[config.mk]
export PLATFORM = sky130hd
export DESIGN_NAME = hash_wb_initiator
export DESIGN_NICKNAME = d
export VERILOG_FILES = /design/src/rtl/hash_wb_initiator.sv
export SDC_FILE = /design/constraint.sdc
export NUM_CORES = 2
export LEC_CHECK = 0
export ABC_AREA = 1
export BUFFER_PORTS_ARGS = -buffer_cell sky130_fd_sc_hd__buf_2
export CAP_MARGIN = 5
export CORE_AREA = 5 5 342 344
export CTS_BUF_LIST = sky130_fd_sc_hd__clkbuf_2
export DETAILED_ROUTE_END_ITERATION = 6
export DIE_AREA = 0 0 347 349
export HOLD_SLACK_MARGIN = 0.05
export PLACE_DENSITY = 0.62
export SYNTH_ARGS = -nofsm -noshare
export SYNTH_HDL_FRONTEND = slang
export SYNTH_SLANG_ARGS = --single-unit
[constraint.sdc]
create_clock -name clk -period 28.1 [get_ports clk]
set_input_delay 1.405 -clock clk [delete_from_list [all_inputs] [get_ports clk]]
set_output_delay 1.405 -clock clk [all_outputs]
set_load 0.05 [all_outputs]
[src/rtl/hash_wb_initiator.sv]
// Wishbone classic-cycle initiator that feeds one 512-bit block to a memory-mapped
// SHA-256 style accelerator, polls it, and returns the 256-bit digest (or an error).
module hash_wb_initiator #(
  parameter logic [31:0] BASE_ADDR  = 32'h0000_0000,
  parameter int          POLL_LIMIT = 1024
) (
  input  logic         clk,
  input  logic         rst,
  input  logic         cmd_valid,
  output logic         cmd_ready,
  input  logic [511:0] cmd_block,
  input  logic         cmd_init,
  output logic         rsp_valid,
  input  logic         rsp_ready,
  output logic [255:0] rsp_digest,
  output logic         rsp_error,
  output logic [31:0]  wbm_adr_o,
  output logic [31:0]  wbm_dat_o,
  output logic [3:0]   wbm_sel_o,
  output logic         wbm_we_o,
  output logic         wbm_cyc_o,
  output logic         wbm_stb_o,
  input  logic [31:0]  wbm_dat_i,
  input  logic         wbm_ack_i,
  input  logic         wbm_err_i
);

  localparam int PW = $clog2(POLL_LIMIT + 1);

  localparam logic [2:0] IDLE      = 3'd0;
  localparam logic [2:0] POLL_RDY  = 3'd1;
  localparam logic [2:0] WR_BLOCK  = 3'd2;
  localparam logic [2:0] WR_CTRL   = 3'd3;
  localparam logic [2:0] POLL_DONE = 3'd4;
  localparam logic [2:0] RD_DIGEST = 3'd5;
  localparam logic [2:0] RESP      = 3'd6;

  logic [2:0]    state;
  logic [511:0]  blk;
  logic          init_l;
  logic [3:0]    cnt;
  logic [PW-1:0] poll_cnt;
  logic [255:0]  digest;
  logic          err_r;
  logic          gap;

  logic          bus_state;
  logic          active;
  logic          done_ok;
  logic          done_err;
  logic          poll_last;
  logic [31:0]   blk_word;

  always_comb begin
    bus_state = state inside {POLL_RDY, WR_BLOCK, WR_CTRL, POLL_DONE, RD_DIGEST};
    // the gap cycle after every ack keeps cyc/stb low and masks ack/err
    active    = bus_state && !gap;
    done_err  = active && wbm_err_i;
    done_ok   = active && wbm_ack_i && !wbm_err_i;
    poll_last = (poll_cnt == PW'(POLL_LIMIT - 1));
  end

  always_comb begin
    blk_word = '0;
    for (int unsigned k = 0; k < 16; k++)
      if (cnt == 4'(k)) blk_word = blk[511-32*k -: 32];
  end

  always_comb begin
    wbm_cyc_o = active;
    wbm_stb_o = active;
    wbm_sel_o = active ? 4'hF : 4'h0;
    wbm_we_o  = active && (state == WR_BLOCK || state == WR_CTRL);
    wbm_adr_o = '0;
    wbm_dat_o = '0;
    if (active) begin
      case (state)
        POLL_RDY, POLL_DONE: wbm_adr_o = BASE_ADDR + 32'h04;
        WR_BLOCK: begin
          wbm_adr_o = BASE_ADDR + 32'h40 + {26'b0, cnt, 2'b00};
          wbm_dat_o = blk_word;
        end
        WR_CTRL: begin
          wbm_adr_o = BASE_ADDR;
          wbm_dat_o = init_l ? 32'h1 : 32'h2;
        end
        RD_DIGEST: wbm_adr_o = BASE_ADDR + 32'h80 + {27'b0, cnt[2:0], 2'b00};
        default: wbm_adr_o = '0;
      endcase
    end
  end

  always_comb begin
    cmd_ready  = (state == IDLE) && !rst;
    rsp_valid  = (state == RESP);
    rsp_error  = err_r;
    rsp_digest = err_r ? '0 : digest;
  end

  always_ff @(posedge clk or posedge rst) begin
    if (rst) begin
      state    <= IDLE;
      blk      <= '0;
      init_l   <= 1'b0;
      cnt      <= '0;
      poll_cnt <= '0;
      digest   <= '0;
      err_r    <= 1'b0;
      gap      <= 1'b0;
    end else begin
      if (gap) gap <= 1'b0;
      case (state)
        IDLE: begin
          if (cmd_valid && cmd_ready) begin
            blk      <= cmd_block;
            init_l   <= cmd_init;
            cnt      <= '0;
            poll_cnt <= '0;
            digest   <= '0;
            err_r    <= 1'b0;
            state    <= POLL_RDY;
          end
        end
        RESP: begin
          if (rsp_ready) state <= IDLE;
        end
        default: begin
          if (done_err) begin
            err_r  <= 1'b1;
            digest <= '0;
            state  <= RESP;
          end else if (done_ok) begin
            gap <= 1'b1;
            case (state)
              POLL_RDY, POLL_DONE: begin
                if ((state == POLL_RDY) ? wbm_dat_i[0] : wbm_dat_i[1]) begin
                  cnt   <= '0;
                  state <= (state == POLL_RDY) ? WR_BLOCK : RD_DIGEST;
                end else if (poll_last) begin
                  err_r  <= 1'b1;
                  digest <= '0;
                  state  <= RESP;
                end else begin
                  poll_cnt <= poll_cnt + 1'b1;
                end
              end
              WR_BLOCK: begin
                cnt <= cnt + 1'b1;
                if (cnt == 4'd15) state <= WR_CTRL;
              end
              WR_CTRL: begin
                poll_cnt <= '0;
                state    <= POLL_DONE;
              end
              RD_DIGEST: begin
                for (int unsigned k = 0; k < 8; k++)
                  if (cnt[2:0] == 3'(k)) digest[255-32*k -: 32] <= wbm_dat_i;
                cnt <= cnt + 1'b1;
                if (cnt == 4'd7) state <= RESP;
              end
              default: state <= IDLE;
            endcase
          end
        end
      endcase
    end
  end

endmodule

* Yosys cells after proc, flatten, opt, wreduce, memory -nomap -nowiden
Index checks and enable logic that the tools add are counted.
** Word-level totals
- Memories kept :: 0
- Input bits :: 551
- Latch bits :: 0
- Bits in read-only memories :: 0
- Logic and storage cells :: 181
- Flip-flop bits (word level) :: 789
- Bits in writable memories :: 0
** Operators by class
- Eq/ne operators :: 49
- $add $sub $neg :: 4
- Reduce and logical (&&, ||, !) cells :: 39
- Mux-type cells :: 73
- Div/mod/pow operators :: 0
- Bitwise gates (word level) :: 1
- Shift-type cells :: 0
- $mul :: 0
- Order comparisons :: 0
** Operators with widths (number)
- $mux 256 :: 6
- $pmux 256 s2 :: 2
- $mux 32 :: 25
- $pmux 32 s2 :: 1
- $reduce_and 7->1 :: 9
- $mux 11 :: 5
- $pmux 11 s2 :: 2
- $eq 4x4->1 const B :: 8
- $ne 4x2->1 const B :: 8
- $mux 3 :: 9
- $pmux 9 s3 :: 1
- $eq 3x3->1 const B :: 7
- $mux 4 :: 5
- $reduce_and 6->1 :: 3
- $eq 4x3->1 const B :: 4
- $pmux 4 s2 :: 2
- $reduce_bool 3->1 :: 5
- $eq 3x2->1 const B :: 4
- $ne 3x3->1 const B :: 4
- $pmux 3 s4 :: 1
- $add 11x1->11 const B :: 1
- $eq 11x10->1 const B :: 1
- $mux 1 :: 10
- $ne 5x3->1 const B :: 2
- other kinds (24) :: 41

* Longest topological paths before layout
- Depth after elaboration :: 19
- Depth in mapped cells :: 21

* Least setup slack after synthesis
OpenSTA, ideal clock, no wires.
- Path type :: reg-to-output
- Start :: register cnt[0]
- End :: output wbm_dat_o[4]
- Setup slack :: 23.930 ns
- Data arrival time :: 2.765 ns
- Cell stages (with the launch flop) :: 20
- Cells stage by stage :: dfrtp_1 inv_1 ha_1 nand2_1 nor2_1 clkbuf_1 nand3_1 nand3_1 nand3_1 nand3_1 nand2_1 nand3_1 nand2_1 nand3_1 nand2_1 nand3_1 nand3_1 nand3_1 nand2_1 a21oi_1
** Between the ends
- Word-level cells in the longest chain between the ends :: 19
- Elaborated cells on any way between the ends :: 34
** RTL lines
- start, declared :: RTL line 41 : logic [3:0] cnt;
- start signal, assigned :: RTL line 148 : cnt <= cnt + 1'b1;
- start signal, assigned :: RTL line 158 : cnt <= cnt + 1'b1;
- $logic_not 4->1 :: RTL line 66 : if (cnt == 4'(k)) blk_word = blk[511-32*k -: 32];
- $mux 32 (15 in series) :: RTL line 66
- $mux 32 (*) :: RTL line 66
- $pmux 32 s2 (*) :: RTL line 77 : case (state)
- $mux 32 (*) :: RTL line 76 : if (active) begin
- end, declared :: RTL line 18 : output logic [31:0] wbm_dat_o,
Every way passes the cells marked *; elsewhere a longest branch is shown, timed or not.

* Worst setup path after layout
- Start :: register cnt[1]
- End :: output wbm_dat_o[13]
Same word-level chain as after synthesis.

==> metrics <==
status=finished, final reports clean; Area contributors post-synth=dfrtp_1 (53%), nand2_1 (21%), inv_1 (4.3%); Worst Tran Pin Value=1140 ps; global routing usage on met3=5.62%; final hold vios=0; dominant synthesized flop cell=dfrtp_1; Max clock buf depth=3; FILL cells=11400; GRT overflow=0; Critical Path Fanout Max=34; CTS tree=yes; top cell type's share of synthesized area=53.1%; fraction of registers with async set/reset=100%; antenna viol nets, final=0; layout cells sized above 1=20.3%; die area=121000 sq um; TritonRoute pass-1 iters=6; row cnt=124; number of synthesized flops with an enable pin=0; hold path cells=3; fmax=134 MHz; syn avg cell area=7.46 sq um; initial drt markers=3606; global route hottest layer=met2; GRT met2 Usage=40.9%; Yosys cell types=37; post-CTS setup buffers=0; reg-to-reg slack, setup=22650 ps; WP buf/inv=3; fin. max-slew vios=0; Clock Root Buffer=clkbuf_2; Clock Skews=121 ps; Layout area overhead=33.3%; crit-path most repeated cell=nand2_1; Port Buffers=854; number of global-route vias before repair=39000; met1 layer usage reported by global route=32.4%; clock sinks=789; Worst VDD drop=81.4 uV; final setup fails=0; die height=349 um; number of synthesized register bits=789; Resized cells post-CTS=0; GRT Util Overall=25.7%; Worst path slowest cell=nand2_1; Leak=26.3 nW; critical path class=register to output pin; initial core utilization=32.8%; IO Pins=881; Mapped Area=37200 sq um; RR Startpoint=state[1]; most frequent cells after synthesis=nand2_1 (2117), dfrtp_1 (789), inv_1 (422), nor2_1 (400), nand3_1 (300); setup tns final=0 ps; crit path DAT=6070 ps; via count=38400; largest net degree at the start of global routing=168; worst hold endpoint=blk[500]; Die Wd=347 um; Worst Reg2Reg Path Length in Cells=10; Final Critical Period=7480 ps; Tcrit/Tclk final=26.6%; H-Tree Depth=4; cell with the most instances after synthesis=nand2_1; Mapped Cells=4987; final wirelength=161 mm; TritonCTS Buffers=212; Power Density=99.0 nW/um^2; antenna violations before repair=17; hold-fix buffer count after cts=525; RSZ-0062 raised after global routing=no; Synth warnings=0; first-pass GRT wire length=239 mm; Slew HR=23.6%; wire per inst=20.2 um; FF-to-FF End=blk[177]; Final Wtd Congestion=0.949; area of the core=114000 sq um; Required @ worst endpoint=26690 ps; MaxCap Viol Count=0; crit-path max cell delay=1220 ps; DRC Markers=0; hold path startpoint=cmd_block[500]; Worst setup SP type=register; vias per std cell=4.80; clk_lat worst skew=1500 ps; Reg clk slew, reported paths=90 ps; CP Capture Type=output pin; library cell with the largest summed area after synthesis=dfrtp_1; sequential share of the synthesized area=53.1%; Final #Nets=6877; worst min path class=input port to register; top cell family by delay on the critical path=simple AND/OR/NAND/NOR gates; crit path cell chain=inv_1 -> ha_1 -> nand2_1 -> clkinv_1 -> nand2_1 -> nand2_1 -> nand3_1 -> nand2_1 -> nand3_1 -> nand2_1 -> nand3_1 -> nand3_1 -> nand3_1 -> nand2_1 -> a21oi_1 -> buf_2; total power=0.00491 W; HPWL after DPL=111 mm
==> power by group <==
group / internal [W] / switching (W) / leakage, nW / total, W
Clock: 0.000327 / 0.000510 / 1.45 / 0.000837
Combinational: 0.000588 / 0.00163 / 14.7 / 0.00221
Sequential: 0.00158 / 0.000286 / 10.2 / 0.00186
==> final cells by class <==
type                    count  area, sq um  area share (%)
diodes                     18         45.0          0.0908
clock buffers             312         1560            3.15
clock inverters            43          312           0.628
inverters                 436         1660            3.34
multi-input cells        3466        14600            29.4
flip-flops and latches    789        19700            39.8
well taps                1512         1890            3.81
repair buffers           1414         9840            19.8
==> logic make-up (layout without fill, tap and decap cells) <==
family	after synthesis	after routing	share of synthesized area, %
AOI/OAI and AO/OA	538	538	7.38
xor gates and xnor gates	1	1	0.0235
adders and majority gates	7	7	0.235
buffers and inverters	757	2205	8.28
DFF	789	789	53.1
muxes	1	1	0.0303
other	1	44	0.0101
and+or+nand+nor	2893	2893	31.0
==> worst max path at each step <==
stage / slack [ps] / depth (start not counted) / to / start
floorplan: 4540 / 1 / blk[0] / rst
global placement: 21730 / 18 / wbm_dat_o[7] / cnt[2]
detailed placement: 21700 / 18 / wbm_dat_o[7] / cnt[2]
CTS: 19930 / 18 / wbm_dat_o[7] / cnt[2]
global route: 20160 / 16 / wbm_dat_o[3] / cnt[1]
finish: 20620 / 16 / wbm_dat_o[13] / cnt[1]
==> cells in the final DEF, fill, tap and decap left out, drive strengths merged, types with 3 or more instances in the layout <==
cell type    instances
nor3                14
nand4               10
inv                440
diode               18
dlygate4sd3        525
dfrtp              789
o21ai              383
nand3              305
nand2             2121
o211ai               3
bufinv               3
clkbuf             312
buf                889
or2                 32
a21oi              146
clkinvlp             3
ha                   7
conb                26
nor2               411
clkinv              33
==> layer usage <==
| layer | wire, um | part of all wire, % | vias to the layer above |
|---|---|---|---|
| li1 | - | - | 18000 |
| met1 | 65000 | 40 | 17900 |
| met2 | 73600 | 46 | 1973 |
| met3 | 12600 | 7.8 | 510 |
| met4 | 9970 | 6.2 | 4 |
| met5 | 23 | 0.014 | - |
==> tightest hold or removal path: stages <==
cell and delay (ps):
buf_2 80, nand2_1 110, nand2_1 90
==> flip-flops by register name, indices dropped and copies added (netlist names) <==
name	cells
cnt	4
poll_cnt	11
state	3
digest	256
gap	1
blk	512
rsp_error	1
init_l	1
==> stage by stage <==
stage                     std cells  util (%)  worst slack, ps  hold WS, ps  area [sq um]
final                          7990      43.7            20620          320         49600
after global routing           7984      43.7            20160         78.5         49600
after CTS                      7971      43.6            19930         50.1         49500
after detailed placement       7091      37.4            21700          459         42400
after global placement         7091      37.3            21730          456         42400
after floorplan                5012         -             4540          441         37300
Note: power is estimated with default switching activity, not from simulation.
